[src/rtl/game_round_ctrl_pkg.sv]
// Shared types and constants for the game round controller.
// The TIME_BONUS_EN build adds a reload bonus on correct answers.
package game_round_ctrl_pkg;

  typedef enum logic [2:0] {
    S_IDLE,
    S_LOAD,
    S_RUN,
    S_NEXT,
    S_DONE
  } state_t;

  typedef logic [3:0] bcd_t;

  localparam bcd_t       BCD_MAX = 4'd9;
  localparam logic [7:0] SAT_MAX = 8'h99;

  function automatic bcd_t bcd_clamp(input bcd_t d);
    return (d > BCD_MAX) ? BCD_MAX : d;
  endfunction

endpackage

[src/rtl/game_round_ctrl_bcd_sat_add.sv]
// Two-digit BCD adder that saturates at 99.
// Used only when TIME_BONUS_EN is defined.
module bcd_sat_add
  import game_round_ctrl_pkg::*;
(
  input  bcd_t a1,
  input  bcd_t a0,
  input  bcd_t b1,
  input  bcd_t b0,
  output bcd_t s1,
  output bcd_t s0
);

  logic [4:0] ones;
  logic [4:0] tens;
  logic       carry;

  always_comb begin
    ones  = {1'b0, a0} + {1'b0, b0};
    carry = (ones > 5'd9);
    tens  = {1'b0, a1} + {1'b0, b1} + {4'd0, carry};
    s0    = carry ? 4'(ones - 5'd10) : ones[3:0];
    s1    = tens[3:0];
    if (tens > 5'd9) begin
      s1 = SAT_MAX[7:4];
      s0 = SAT_MAX[3:0];
    end
  end

endmodule

[src/rtl/game_round_ctrl.sv]
// Round sequencer for the BCD seconds countdown game.
// Define TIME_BONUS_EN to reload remain+BONUS_SEC after a correct answer.
module game_round_ctrl
  import game_round_ctrl_pkg::*;
#(
  parameter int ROUNDS    = 10,
  parameter int BONUS_SEC = 5
) (
  input  logic       clk,
  input  logic       rst,
  input  logic       start,
  input  logic       answer_valid,
  input  logic       answer_correct,
  input  logic [3:0] time_sw1,
  input  logic [3:0] time_sw0,
  input  logic [3:0] time_remain1,
  input  logic [3:0] time_remain0,
  input  logic       timeout,
  output logic [3:0] load_digit1,
  output logic [3:0] load_digit0,
  output logic       time_reconfig1,
  output logic       time_reconfig0,
  output logic       sec_timer_enable,
  output logic       next_word,
  output logic [3:0] round_num,
  output logic [3:0] score,
  output logic       game_over
);

  localparam logic [3:0] LAST_ROUND = 4'(ROUNDS);

  state_t     state_q, state_d;
  logic [3:0] round_q, round_d;
  logic [3:0] score_q, score_d;
  bcd_t       load1, load0;
  bcd_t       sw1_c, sw0_c;

  always_ff @(posedge clk or negedge rst) begin
    if (!rst) begin
      state_q <= S_IDLE;
      round_q <= '0;
      score_q <= '0;
    end else begin
      state_q <= state_d;
      round_q <= round_d;
      score_q <= score_d;
    end
  end

  always_comb begin
    state_d = state_q;
    round_d = round_q;
    score_d = score_q;
    unique case (state_q)
      S_IDLE, S_DONE: begin
        if (start) begin
          score_d = '0;
          round_d = 4'd1;
          state_d = S_LOAD;
        end
      end
      S_LOAD: state_d = S_RUN;
      S_RUN: begin
        // answer has priority over a coincident timeout
        if (answer_valid) begin
          if (answer_correct) score_d = score_q + 4'd1;
          state_d = S_NEXT;
        end else if (timeout) begin
          state_d = S_NEXT;
        end
      end
      S_NEXT: begin
        if (round_q == LAST_ROUND) begin
          state_d = S_DONE;
        end else begin
          round_d = round_q + 4'd1;
          state_d = S_LOAD;
        end
      end
      default: state_d = S_IDLE;
    endcase
  end

  assign sw1_c = bcd_clamp(time_sw1);
  assign sw0_c = bcd_clamp(time_sw0);

`ifdef TIME_BONUS_EN
  logic bonus_q, bonus_d;
  bcd_t rem1_q, rem1_d;
  bcd_t rem0_q, rem0_d;
  bcd_t sum1, sum0;

  always_ff @(posedge clk or negedge rst) begin
    if (!rst) begin
      bonus_q <= 1'b0;
      rem1_q  <= '0;
      rem0_q  <= '0;
    end else begin
      bonus_q <= bonus_d;
      rem1_q  <= rem1_d;
      rem0_q  <= rem0_d;
    end
  end

  always_comb begin
    bonus_d = bonus_q;
    rem1_d  = rem1_q;
    rem0_d  = rem0_q;
    if ((state_q == S_IDLE || state_q == S_DONE) && start) begin
      bonus_d = 1'b0;
    end else if (state_q == S_RUN) begin
      if (answer_valid) begin
        bonus_d = answer_correct;
        rem1_d  = time_remain1;
        rem0_d  = time_remain0;
      end else if (timeout) begin
        bonus_d = 1'b0;
      end
    end
  end

  bcd_sat_add u_add (
    .a1 (rem1_q),
    .a0 (rem0_q),
    .b1 (4'd0),
    .b0 (4'(BONUS_SEC)),
    .s1 (sum1),
    .s0 (sum0)
  );

  assign load1 = bonus_q ? sum1 : sw1_c;
  assign load0 = bonus_q ? sum0 : sw0_c;
`else
  logic unused_remain;
  assign unused_remain = ^{time_remain1, time_remain0, 4'(BONUS_SEC)};

  assign load1 = sw1_c;
  assign load0 = sw0_c;
`endif

  // every LOAD entry doubles as the new-prompt request
  assign load_digit1      = (state_q == S_LOAD) ? load1 : '0;
  assign load_digit0      = (state_q == S_LOAD) ? load0 : '0;
  assign time_reconfig1   = (state_q == S_LOAD);
  assign time_reconfig0   = (state_q == S_LOAD);
  assign next_word        = (state_q == S_LOAD);
  assign sec_timer_enable = (state_q == S_RUN);
  assign game_over        = (state_q == S_DONE);
  assign round_num        = round_q;
  assign score            = score_q;

endmodule
[config.mk]
export PLATFORM = sky130hd
export DESIGN_NAME = game_round_ctrl
export DESIGN_NICKNAME = d
export VERILOG_FILES = /design/src/rtl/game_round_ctrl_pkg.sv /design/src/rtl/game_round_ctrl_bcd_sat_add.sv /design/src/rtl/game_round_ctrl.sv
export SDC_FILE = /design/constraint.sdc
export NUM_CORES = 1
export LEC_CHECK = 0
export ABC_AREA = 0
export CELL_PAD_IN_SITES_DETAIL_PLACEMENT = 1
export CELL_PAD_IN_SITES_GLOBAL_PLACEMENT = 2
export CORE_UTILIZATION = 19
export CTS_CLUSTER_DIAMETER = 200
export CTS_CLUSTER_SIZE = 8
export DETAILED_ROUTE_END_ITERATION = 8
export PLACE_DENSITY = 0.79
export SYNTH_ARGS = -nofsm -noshare
export SYNTH_HDL_FRONTEND = slang
export SYNTH_SLANG_ARGS = --single-unit
export TNS_END_PERCENT = 10
[constraint.sdc]
create_clock -name clk -period 1.3 [get_ports clk]
set_input_delay 0.26 -clock clk [delete_from_list [all_inputs] [get_ports clk]]
set_output_delay 0.26 -clock clk [all_outputs]
set_load 0.02 [all_outputs]
==> qor.yml <==
grt_max_degree: 12
rows: 22
cts_sinks: 11
syn_nets: 106
grt_pass1_vias: 875
worstMarginPinSlew_ns: 0.234
p_seq_frac: 0.208
synth.area.top_cells: "dfrtp_1 (36%), nor3b_2 (8.1%), ha_1 (4.9%)"
setup_ws_ns: -0.435
pwr-share-comb: 0.664
ir_drop_mv: 0.880
period_share: 1.33
drv_slew: 0
final_hold_viol_count: 0
num_vias: 819
synth_top_cell_area_share: 0.358
synth.largest_area_cell: "dfrtp_1"
ant_nets: 0
cts_buffers: 3
track_usage: 0.118
yosysWarnings: 0
syn_area_um2: 769
fin_setup_tns_ns: -4.54
cp.required_ns: 1.04
regToRegSetupSlack_ns: -0.09
antenna_found_initial: 0
clock.fmax_mhz: 576
p_sw_mw: 1.19
fillerInstances: 436
relSlewSlack: 0.843
drtPass1Iterations: 3
core_area_um2: 3770
cts_setup_buffers: 0
start_util: 0.204
grt_use_met1: 0.129
grt_pass1_wl_mm: 3.85
async_flop_share: 1.00
ioPinCount: 43
cts_tree: "yes"
dieArea_um2: 4310
nets: 159
clockBufferDepth: 2
htree_levels: 1
p_leak_nw: 0.653
area_growth_pct: 78.0
maxCapViolations: 0
gp_congestion: 0.809
utilization: 0.363
rr_worst_depth: 4
die_y_um: 65.6
drc: 0
clk_pin_slew_ns: 0.05
drt-wirelength-per-cell_um: 12.7
crit_fanout: 8
critPathLaunchType: "flip-flop"
grt.overflow.total: 0
p_clk_frac: 0.128
crit_arrival_ns: 1.47
cts-root-buf: "clkbuf_8"
r2r-end: "round_num[2]$_DFFE_PN0P_"
startpoint: "state_q[2]$_DFFE_PN0P_"
routed_wl_mm: 2.30
run_status: "finished, violations left"
met2_usage: 0.212
drive_gt1_frac: 0.414
power_density_nw_per_um2: 2000
p_sw_frac: 0.433
rsz0062_at_grt: "true"
endpoint_kind: "primary output"
synthCells: 81
met3_usage: 0.0434
top_usage_layer: "met2"
synth_ff_type: "dfrtp_1"
viasPerCell: 4.52
intPower_mw: 1.55
detailed_place_hpwl_mm: 1.78
min_period_ns: 1.73
worst_clock_skew_ns: 0.00149
clkLatencyLatePin_ns: 0.24
syn_area_per_cell_um2: 9.50
dp_slack_ns: -0.688
yosysSeqAreaShare: 0.358
synth_edf_count: 0
setup_viol: 14
synth_seq_cells: 11
hold_class: "in2async"
die_w_um: 65.6
synth_cell_types: 36
antenna_cells: 0
violations: "setup timing"
critPathKind: "reg2out"
dr.first_iter.drc_count: 17
io_buffers: 34
reg2reg_from: "state_q[0]$_DFFE_PN0P_"
==> per-layer routing <==
metal  wire length [um]  part of all wire  vias up
met5                  0                 0        -
li1                   -                 -      393
met2               1190              0.52       32
met3                175             0.076        4
met1                919              0.40      390
met4                 19            0.0083        0
==> area by class of cell <==
| class | count | area, um^2 | share of cell area |
|---|---|---|---|
| well taps | 48 | 60.1 | 0.0438 |
| flip-flops and latches | 11 | 275 | 0.201 |
| multi-input cells | 57 | 489 | 0.357 |
| clock buffers | 3 | 41.3 | 0.0301 |
| inverters | 9 | 38.8 | 0.0283 |
| clock inverters | 1 | 5.00 | 0.00365 |
| repair buffers | 52 | 460 | 0.336 |
==> timing repair <==
| item | in CTS | in global routing |
|---|---|---|
| hold buffers | 0 | 0 |
| pin swaps | 3 | 2 |
| gates resized for setup | 84 | 7 |
| endpoints found under the setup margin | 27 | 23 |
==> critical path, stage by stage, from the launching register on <==
cell	delay, ns
dfrtp_1	0.37
or3_4	0.49
nor3b_4	0.23
buf_6	0.14
==> worst max path at each step <==
stage                          end  cells after the start  slack, ns
floorplan           load_digit0[1]                      3      -0.19
global placement    load_digit1[1]                      4      -0.68
detailed placement  load_digit0[2]                      5      -0.69
CTS                 load_digit0[2]                      4      -0.46
global route        load_digit0[2]                      3      -0.51
finish              load_digit0[2]                      3      -0.43
==> layout by cell type (no fill, tap or decap), types with 3 or more instances in the layout <==
master | netlist | layout
buf_4 | 2 | 24
clkdlybuf4s50_1 | 0 | 13
dfrtp_1 | 11 | 11
inv_1 | 7 | 7
buf_6 | 2 | 7
dlygate4sd2_1 | 0 | 7
nor3b_4 | 0 | 5
nand2_1 | 4 | 4
nand3b_1 | 3 | 3
mux2i_1 | 3 | 3
ha_1 | 3 | 3
clkbuf_8 | 0 | 3
==> flip-flops by register name, indices dropped and copies added, names as in the netlist <==
| name | count |
|---|---|
| score | 4 |
| round_num | 4 |
| state_q | 3 |
==> Yosys cell counts (3+ instances only) <==
cell      number
nand3b_1       3
nor2_1         3
mux2i_1        3
nor3b_2        5
ha_1           3
a21oi_1        3
dfrtp_1       11
inv_1          7
nor2b_1        3
o21ai_0        3
nand2_1        4
and2_1         3
==> kinds of logic (layout without fill, tap and decap cells) <==
group | Yosys count | in the layout | synth area share
AND/OR/NAND/NOR | 33 | 33 | 0.306
AO/OA/AOI/OAI | 18 | 18 | 0.153
buffers and inverters | 13 | 65 | 0.0959
flip-flops | 11 | 11 | 0.358
adder cells (fa/ha/maj) | 3 | 3 | 0.0488
multiplexers | 3 | 3 | 0.0390
==> metrics by stage <==
stage	hold slack (ns)	power (mW)	instance area (um^2)	std cells
finish	0.318	2.74	1370	181
floorplan	-0.0356	1.64	810	81
global placement	0.544	2.39	1320	178
CTS	0.314	2.74	1350	182
global route	0.328	2.94	1370	181
detailed placement	0.547	2.42	1320	178
==> power groups by stage <==
stage | clock, mW | sequential [mW] | combinational, mW
6_report | 0.351 | 0.568 | 1.82
3_3_place_gp | 0 | 0.579 | 1.82
5_1_grt | 0.375 | 0.597 | 1.97
3_5_place_dp | 0 | 0.584 | 1.83
4_1_cts | 0.364 | 0.574 | 1.80
2_1_floorplan | 0 | 0.722 | 0.919
(Power assumes the default switching activity.)
